$ cat config.mk
export PLATFORM = sky130hd
export DESIGN_NAME = uart_pattern_gen
export DESIGN_NICKNAME = d
export VERILOG_FILES = /design/src/rtl/uart_pkg.sv /design/src/rtl/uart_pat_src.sv /design/src/rtl/uart_pattern_gen.sv
export SDC_FILE = /design/constraint.sdc
export NUM_CORES = 1
export LEC_CHECK = 0
export ABC_AREA = 1
export CORE_UTILIZATION = 48
export CTS_CLUSTER_DIAMETER = 100
export CTS_CLUSTER_SIZE = 40
export DETAILED_ROUTE_END_ITERATION = 8
export GPL_ROUTABILITY_DRIVEN = 0
export PLACE_DENSITY_LB_ADDON = 0.25
export SYNTH_ARGS = -nofsm -noshare
export SYNTH_HDL_FRONTEND = slang
export SYNTH_SLANG_ARGS = --single-unit
$ cat constraint.sdc
create_clock -name clk -period 2.6 [get_ports clk]
set_clock_uncertainty 0.05 [all_clocks]
set_input_delay 0.52 -clock clk [delete_from_list [all_inputs] [get_ports clk]]
set_output_delay 0.52 -clock clk [all_outputs]
set_load 0.02 [all_outputs]
$ cat src/rtl/uart_pkg.sv
// Shared definitions for the UART pattern generator.
//   state_e        : FSM state encoding, also driven onto the debug port
//   PAT_*          : run-time pattern select codes
//   DEFAULT_*      : default seed and Galois LFSR feedback mask
package uart_pkg;

  typedef enum logic [2:0] {
    ST_IDLE = 3'd0,
    ST_LOAD = 3'd1,
    ST_SEND = 3'd2,
    ST_GAP  = 3'd3
  } state_e;

  localparam logic [1:0] PAT_FIXED = 2'd0;
  localparam logic [1:0] PAT_INC   = 2'd1;
  localparam logic [1:0] PAT_LFSR  = 2'd2;
  localparam logic [1:0] PAT_WALK  = 2'd3;

  localparam logic [31:0] DEFAULT_SEED      = 32'h0000_FFFF;
  localparam logic [31:0] DEFAULT_LFSR_POLY = 32'h8020_0003;

endpackage

$ cat src/rtl/uart_pat_src.sv
// Pattern source: holds the current word and the word index of the burst.
//   clk, rst_n  : clock, async active-low reset
//   load_i      : start a new burst (index 0)
//   advance_i   : step to the next word of the burst
//   mode_i      : pattern select (fixed / increment / LFSR / walking one)
//   data_o      : current word, registered
module uart_pat_src
  import uart_pkg::*;
#(
  parameter int unsigned DATA_W    = 32,
  parameter logic [31:0] SEED      = DEFAULT_SEED,
  parameter logic [31:0] LFSR_POLY = DEFAULT_LFSR_POLY
) (
  input  logic              clk,
  input  logic              rst_n,
  input  logic              load_i,
  input  logic              advance_i,
  input  logic [1:0]        mode_i,
  output logic [DATA_W-1:0] data_o
);

  localparam int unsigned IDX_W = $clog2(DATA_W);
  localparam logic [DATA_W-1:0] SEED_W = DATA_W'(SEED);
  localparam logic [DATA_W-1:0] POLY_W = DATA_W'(LFSR_POLY);

  logic [DATA_W-1:0] pat_q, pat_d;
  logic [IDX_W-1:0]  idx_q, idx_d;

  // Next word; the index wraps at DATA_W so the walking one rotates.
  always_comb begin
    pat_d = pat_q;
    idx_d = idx_q;
    if (load_i) begin
      idx_d = '0;
      pat_d = (mode_i == PAT_WALK) ? DATA_W'(1) : SEED_W;
    end else if (advance_i) begin
      idx_d = (idx_q == IDX_W'(DATA_W - 1)) ? '0 : idx_q + IDX_W'(1);
      case (mode_i)
        PAT_INC:  pat_d = pat_q + DATA_W'(1);
        PAT_LFSR: pat_d = (pat_q >> 1) ^ (pat_q[0] ? POLY_W : '0);
        PAT_WALK: pat_d = DATA_W'(1) << idx_d;
        default:  pat_d = pat_q;
      endcase
    end
  end

  always_ff @(posedge clk or negedge rst_n) begin
    if (!rst_n) begin
      pat_q <= '0;
      idx_q <= '0;
    end else begin
      pat_q <= pat_d;
      idx_q <= idx_d;
    end
  end

  assign data_o = pat_q;

endmodule

$ cat src/rtl/uart_pattern_gen.sv
// UART stimulus sequencer: sends bursts of NUM_WORDS pattern words over the
// send/send_done handshake, with a programmable gap between words.
//   clk, rst        : clock, async active-low reset
//   start           : begin a burst (sampled in IDLE only)
//   stop            : end after the word in flight
//   mode            : pattern select, latched at burst start
//   continuous      : repeat bursts until stop, latched at burst start
//   send_done       : UART completion
//   send, data      : transfer request and word
//   busy, done      : not-IDLE flag, one-cycle pulse on return to IDLE
//   word_cnt, sta   : words completed in burst, debug state
// Optional macro UART_PATGEN_TIMEOUT_EN adds TIMEOUT_CYCLES and sticky err.
module uart_pattern_gen
  import uart_pkg::*;
#(
  parameter int unsigned DATA_W     = 32,
  parameter int unsigned NUM_WORDS  = 8,
  parameter int unsigned GAP_CYCLES = 16,
  parameter logic [31:0] SEED       = DEFAULT_SEED,
  parameter logic [31:0] LFSR_POLY  = DEFAULT_LFSR_POLY
`ifdef UART_PATGEN_TIMEOUT_EN
  , parameter int unsigned TIMEOUT_CYCLES = 1_000_000
`endif
) (
  input  logic                             clk,
  input  logic                             rst,
  input  logic                             start,
  input  logic                             stop,
  input  logic [1:0]                       mode,
  input  logic                             continuous,
  input  logic                             send_done,
  output logic                             send,
  output logic [DATA_W-1:0]                data,
  output logic                             busy,
  output logic                             done,
  output logic [$clog2(NUM_WORDS+1)-1:0]   word_cnt,
`ifdef UART_PATGEN_TIMEOUT_EN
  output logic                             err,
`endif
  output logic [2:0]                       sta
);

  localparam int unsigned CNT_W = $clog2(NUM_WORDS + 1);
  localparam int unsigned GAP_W = (GAP_CYCLES > 0) ? $clog2(GAP_CYCLES + 1) : 1;

  state_e           state_q, state_d;
  logic [GAP_W-1:0] gap_q, gap_d;
  logic [CNT_W-1:0] cnt_q, cnt_d;
  logic [1:0]       mode_q, mode_d;
  logic             cont_q, cont_d;
  logic             stop_q, stop_d;
  logic             send_q, busy_q, done_q, done_d;
  logic             pat_load, pat_adv;
  logic [1:0]       pat_mode;

`ifdef UART_PATGEN_TIMEOUT_EN
  localparam int unsigned TO_W = $clog2(TIMEOUT_CYCLES + 1);
  logic [TO_W-1:0] to_q, to_d;
  logic            err_q, err_d;
`endif

  // The pattern source sees the live mode in LOAD, before mode_q captures it.
  assign pat_mode = (state_q == ST_LOAD) ? mode : mode_q;

  uart_pat_src #(
    .DATA_W    (DATA_W),
    .SEED      (SEED),
    .LFSR_POLY (LFSR_POLY)
  ) u_src (
    .clk       (clk),
    .rst_n     (rst),
    .load_i    (pat_load),
    .advance_i (pat_adv),
    .mode_i    (pat_mode),
    .data_o    (data)
  );

  // Next-state logic: sequencing, gap timing, stop latch, burst wrap.
  always_comb begin
    state_d  = state_q;
    gap_d    = gap_q;
    cnt_d    = cnt_q;
    mode_d   = mode_q;
    cont_d   = cont_q;
    stop_d   = stop_q;
    done_d   = 1'b0;
    pat_load = 1'b0;
    pat_adv  = 1'b0;
`ifdef UART_PATGEN_TIMEOUT_EN
    to_d  = (state_q == ST_SEND) ? to_q : '0;
    err_d = err_q;
`endif
    if (state_q != ST_IDLE && stop) stop_d = 1'b1;

    case (state_q)
      ST_IDLE: begin
        if (start) state_d = ST_LOAD;
      end
      ST_LOAD: begin
        mode_d   = mode;
        cont_d   = continuous;
        cnt_d    = '0;
        stop_d   = 1'b0;
        pat_load = 1'b1;
        state_d  = ST_SEND;
`ifdef UART_PATGEN_TIMEOUT_EN
        err_d = 1'b0;
`endif
      end
      ST_SEND: begin
        if (send_done) begin
          gap_d   = GAP_W'(GAP_CYCLES);
          cnt_d   = cnt_q + CNT_W'(1);
          pat_adv = 1'b1;
          state_d = ST_GAP;
        end
`ifdef UART_PATGEN_TIMEOUT_EN
        else if (to_q == TO_W'(TIMEOUT_CYCLES - 1)) begin
          err_d   = 1'b1;
          done_d  = 1'b1;
          state_d = ST_IDLE;
        end else begin
          to_d = to_q + TO_W'(1);
        end
`endif
      end
      ST_GAP: begin
        // A zero gap still spends one cycle here so send drops between words.
        if (gap_q > GAP_W'(1)) begin
          gap_d = gap_q - GAP_W'(1);
        end else if (cnt_q != CNT_W'(NUM_WORDS) && !stop_q) begin
          state_d = ST_SEND;
        end else if (!cont_q || stop_q) begin
          done_d  = 1'b1;
          state_d = ST_IDLE;
        end else begin
          cnt_d    = '0;
          pat_load = 1'b1;
          state_d  = ST_SEND;
        end
      end
      default: state_d = ST_IDLE;
    endcase
  end

  // State and registered outputs, decoded from the next state.
  always_ff @(posedge clk or negedge rst) begin
    if (!rst) begin
      state_q <= ST_IDLE;
      gap_q   <= '0;
      cnt_q   <= '0;
      mode_q  <= '0;
      cont_q  <= 1'b0;
      stop_q  <= 1'b0;
      send_q  <= 1'b0;
      busy_q  <= 1'b0;
      done_q  <= 1'b0;
`ifdef UART_PATGEN_TIMEOUT_EN
      to_q  <= '0;
      err_q <= 1'b0;
`endif
    end else begin
      state_q <= state_d;
      gap_q   <= gap_d;
      cnt_q   <= cnt_d;
      mode_q  <= mode_d;
      cont_q  <= cont_d;
      stop_q  <= stop_d;
      send_q  <= (state_d == ST_SEND);
      busy_q  <= (state_d != ST_IDLE);
      done_q  <= done_d;
`ifdef UART_PATGEN_TIMEOUT_EN
      to_q  <= to_d;
      err_q <= err_d;
`endif
    end
  end

  assign send     = send_q;
  assign busy     = busy_q;
  assign done     = done_q;
  assign word_cnt = cnt_q;
  assign sta      = state_q;
`ifdef UART_PATGEN_TIMEOUT_EN
  assign err = err_q;
`endif

endmodule

Word-level counts from Yosys, hierarchy flattened
Index checks and enable logic that the tools add are counted.
- word-level logic and storage cells: 83
- output and inout port bits: 42
- input bits: 8
- register bits after elaboration: 56
- equal/unequal tests: 14
- mux-type cells: 35
- reduce and logical (&&, ||, !) cells: 16
- shift operators: 1
- add/subtract/negate cells: 4
- bitwise logic cells: 1
- magnitude comparators: 1
- operator list (cell ; count):
    32-bit 2-to-1 mux ; 3
    32-bit one-hot mux with 3 select lines ; 1
    32-bit by 1-bit adder with 32-bit output, second input constant ; 1
    1-bit by 5-bit left shift with 32-bit output, first input constant ; 1
    31-bit by 32-bit XOR with 32-bit output ; 1
    5-bit 2-to-1 mux ; 5
    16-bit 2-to-1 mux ; 1
    4-bit 2-to-1 mux ; 4
    3-bit one-hot mux with 4 select lines ; 1
    4-bit one-hot mux with 3 select lines ; 1
    1-bit 2-to-1 mux ; 11
    2-bit != test, second input constant ; 5
    5-bit one-hot mux with 2 select lines ; 1
    3-bit by 2-bit equality test with 1-bit output, second input constant ; 3
    3-bit 2-to-1 mux ; 3
    3-bit nonzero test ; 3
    2-bit 2-to-1 mux ; 3
    2-bit nonzero test ; 3
    5-bit by 1-bit adder with 5-bit output, second input constant ; 1
    5-bit equality test, second input constant ; 1
    5-bit by 1-bit > comparator with 1-bit output, second input constant ; 1
    5-bit AND reduction ; 1
    5-bit by 1-bit subtractor with 5-bit output, second input constant ; 1
    4-bit by 1-bit adder with 4-bit output, second input constant ; 1
    other kinds (12) ; 15

Depth between registers and ports, before layout
- depth in word-level cells: 8
- gate-level depth with buffers: 15
- mapped depth without buffers: 15

Hierarchy
From an unflattened synthesis, not the netlist that was laid out.
- cell total of the unflattened synthesis: 671
- area, all modules: 4312.9 um^2
- modules (own cells, without submodules) (module ; times used ; cells each ; sequential area each (um^2) ; area an instance (um^2)):
    uart_pat_src ; 1 ; 547 ; 925.9 ; 3304.4
    uart_pattern_gen ; 1 ; 124 ; 475.5 ; 1008.5

Least setup slack after synthesis
No wires, ideal clock.
- path type: flip-flop to flip-flop
- start point: register u_src.idx_q[0]
- end point: register u_src.pat_q[22] (netlist: u_src.data_o[22])
- setup slack: 0.613 ns
- data required time: 2.485 ns
- stages on the path, launching flop included: 16
- setup time: 0.065 ns
- path buffers: 0
- data arrival time: 1.871 ns
- path through: dfrtp_1 ha_1 nand2_1 nor2_1 ha_1 inv_1 nand2_1 nor2_1 nand2_1 inv_1 nand2_1 nand2_1 o21ai_0 nor2_1 nand2_1 nand2_1
- word-level cells in the longest chain between the ends: 6
- elaborated cells between the ends (all ways): 7
- classes of those cells: add/sub: 1; eq/ne: 1; shift: 1; mux: 4
- RTL lines (item ; RTL line ; RTL):
    from (decl) ; uart_pat_src.sv:27 ; logic [IDX_W-1:0] idx_q, idx_d;
    from (signal assigned) ; uart_pat_src.sv:53 ; idx_q <= idx_d;
    5-bit by 1-bit adder with 5-bit output or 5-bit equality test (tied branches) ; uart_pat_src.sv:37 ; idx_d = (idx_q == IDX_W'(DATA_W - 1)) ? '0 : idx_q + IDX_W'(1);
    5-bit 2-to-1 mux (*) ; uart_pat_src.sv:37 ;
    1-bit by 5-bit left shift with 32-bit output (*) ; uart_pat_src.sv:41 ; PAT_WALK: pat_d = DATA_W'(1) << idx_d;
    32-bit one-hot mux with 3 select lines (*) ; uart_pat_src.sv:38 ; case (mode_i)
    32-bit 2-to-1 mux (*) ; uart_pat_src.sv:36 ; end else if (advance_i) begin
    32-bit 2-to-1 mux (*) ; uart_pat_src.sv:33 ; if (load_i) begin
    to (signal assigned) ; uart_pat_src.sv:52 ; pat_q <= pat_d;
    to (decl) ; uart_pat_src.sv:26 ; logic [DATA_W-1:0] pat_q, pat_d;
Every way passes the cells marked *; elsewhere a longest branch is shown, timed or not. The select of a mux whose other input is x is not followed.
A chain may end at the register's enable or synchronous reset.

Worst setup path in the final report
- start point: register u_src.idx_q[0]
- end point: register u_src.pat_q[24] (netlist: u_src.data_o[24])
The elaborated chain is that of the path after synthesis.

==> results.json <==
{
  "leakagePower_uw": 0.00259,
  "crit_required_ns": 2.81,
  "crit_fanout": 14,
  "grt_pass1_wl_um": 21700,
  "hold_buffers": 0,
  "die_y_um": 96.9,
  "post-route-period-util_pct": 91.3,
  "synth-seq-area-share_pct": 32.4,
  "synthCells": 728,
  "arrival_ns": 2.59,
  "setup-violations-final": 0,
  "grt_usage_pct": 28.1,
  "post-route-drc-count": 0,
  "grt.met1_usage_pct": 40.3,
  "hold_slack_ns": 0.121,
  "yosys-top-cells-area": "dfrtp_1 (32%), nand2_1 (26%), nor2_1 (9.5%), nand3_1 (9.0%), inv_1 (6.8%)",
  "routed_wl_um": 12400,
  "ant_nets": 0,
  "worst_setup_path_start_kind": "register",
  "ys_async_sr_fraction_pct": 100,
  "dieWidth_um": 96.9,
  "cts_buffers": 5,
  "die_area_um2": 9400,
  "ys_dominant_reg_cell": "dfrtp_1",
  "area_growth_syn_to_layout_pct": 17.2,
  "cellPowerDensity_nw_per_um2": 777,
  "grt_pass1_vias": 4531,
  "maxSlewViolCount": 0,
  "use_met2_pct": 43.5,
  "cts-root-buf": "clkbuf_8",
  "pin_count": 50,
  "grt_max_degree": 35,
  "drive_gt1_share_pct": 5.24,
  "synth_edf_count": 0,
  "via_count": 4739,
  "period_needed_ns": 2.37,
  "grt-busiest-layer": "met2",
  "cts_tree": "yes",
  "rsz0062_at_grt": "no",
  "hpwl_um": 9390,
  "post_synth_num_cell_types": 31,
  "placed_cell_area_um2": 4980,
  "clk_path_buf_depth": 2,
  "syn_area_um2": 4330,
  "via_per_inst": 5.32,
  "layout_commonest_cell": "nand2_1",
  "tightest_slew_ns": 0.721,
  "ctsHtreeMaxLevel": 2,
  "final_cell_mix": "nand2_1 (304), nor2_1 (109), inv_1 (78), nand3_1 (78), dfrtp_1 (56)",
  "ir_worst_vdd_mv": 0.592,
  "post-synth-top-area-fraction_pct": 32.4,
  "yosys.area.top_type": "dfrtp_1",
  "cts.sinks": 56,
  "wl_per_cell_um": 13.9,
  "ys_ff_latch": 56,
  "synth_warnings": 0,
  "final_area_um2": 5070,
  "end_kind": "register",
  "grt.overflow.total": 0,
  "relSlewSlack_pct": 51.9,
  "drt-initial-drc-count": 436,
  "use_met3_pct": 5.27,
  "nets": 801,
  "rows": 34,
  "diodes": 0,
  "dr.pass1.iters": 5,
  "critPathKind": "reg -> reg",
  "start_util_pct": 49.6,
  "status": "finished clean",
  "fmax_mhz": 421,
  "clock_latency_ns": 0.32,
  "clkTransAtPathRegs_ns": 0.12,
  "portBuffers": 49,
  "finalHoldViolations": 0,
  "r2r_slack_ns": 0.23,
  "cap_violations": 0,
  "finalSetupTns_ns": 0,
  "power_uw": 3940,
  "antenna_found_initial": 0,
  "syn_nets": 747,
  "hold_class": "in -> async",
  "syn_area_per_cell_um2": 5.94,
  "core_area_um2": 8720
}
[stage by stage]
stage | cells | util (%) | setup slack [ns]
after floorplan | 728 | - | 0.613
after global placement | 883 | 57.1 | 0.277
after detailed placement | 883 | 57.1 | 0.247
after CTS | 891 | 58.1 | 0.235
after global routing | 891 | 58.2 | 0.0356
final | 891 | 58.2 | 0.227
[cell usage after synthesis, types with 2 or more instances]
cell,number
xor2_1,6
nand3_1,78
nand3b_1,4
ha_1,11
clkbuf_1,4
nand4_1,5
nand2_1,304
nand2_2,5
a21oi_1,4
dfrtp_1,56
buf_2,9
o21ai_1,5
nor2_1,110
xnor2_1,3
inv_2,4
or2_2,2
o21ai_0,26
inv_1,78
nor2_2,2
[registers in the layout, summed over array words and instances, names as in the netlist]
name and count:
u_src.idx_q 5, cont_q 1, stop_q 1, send 1, word_cnt 4, busy 1, sta 3, done 1
gap_q 5, mode_q 2, u_src.data_o 32
[power by group]
part / leakage (uW) / switching, uW / internal (uW)
registers: 0.000724 / 374 / 1090
clock network: 0.0000485 / 322 / 195
logic: 0.00182 / 1180 / 788
[final timing paths]
kind,end,cells after the start,startpoint
setup / recovery,u_src.data_o[24],11,u_src.idx_q[0]
hold / removal,gap_q[1],1,rst
setup reg to reg,u_src.data_o[24],11,u_src.idx_q[0]
hold reg to reg,gap_q[4],1,gap_q[4]
max in group asynchronous,u_src.data_o[10],2,rst
min in group clk,gap_q[4],1,gap_q[4]
[cells by family (layout without fill, tap and decap cells)]
logic type                 after synthesis  in the layout  synth area share, %
other                                    1              1               0.0867
and+or+nand+nor                        515            515                 49.0
adders and majority gates               11             11                 3.18
AOI/OAI and AO/OA                       38             38                 4.57
buffers and inverters                   98            153                 8.99
DFF                                     56             56                 32.4
xor gates and xnor gates                 9              9                 1.82
[worst max-delay path: stages (launching register included)]
cell and delay, ns:
dfrtp_1 0.47, ha_1 0.24, nand2_1 0.10, nor2_1 0.05
ha_1 0.19, inv_1 0.13, nand3_1 0.38, nor2_1 0.32
nor2_1 0.07, nor2_1 0.13, nand3_1 0.11, nand2_1 0.07
[final cells by class]
cell class / count / area, um^2
fillers: 876 / 3650
multi-input cells: 574 / 2540
flip-flops and latches: 56 / 1400
repair buffers: 61 / 588
inverters: 84 / 318
well taps: 108 / 135
clock buffers: 5 / 68.8
clock inverters: 3 / 22.5
[routing by layer]
layer / up-vias / wire [um]
li1: 2356 / -
met1: 2154 / 5810
met2: 206 / 5360
met3: 23 / 1020
met4: 0 / 200
met5: - / 0
[repair_timing]
action	4_1_cts	5_1_grt
setup endpoints to repair	0	2
hold endpoints to repair	0	0
gates resized for setup	0	1
setup buffers	0	0
Note: power is estimated with default switching activity, not from simulation.
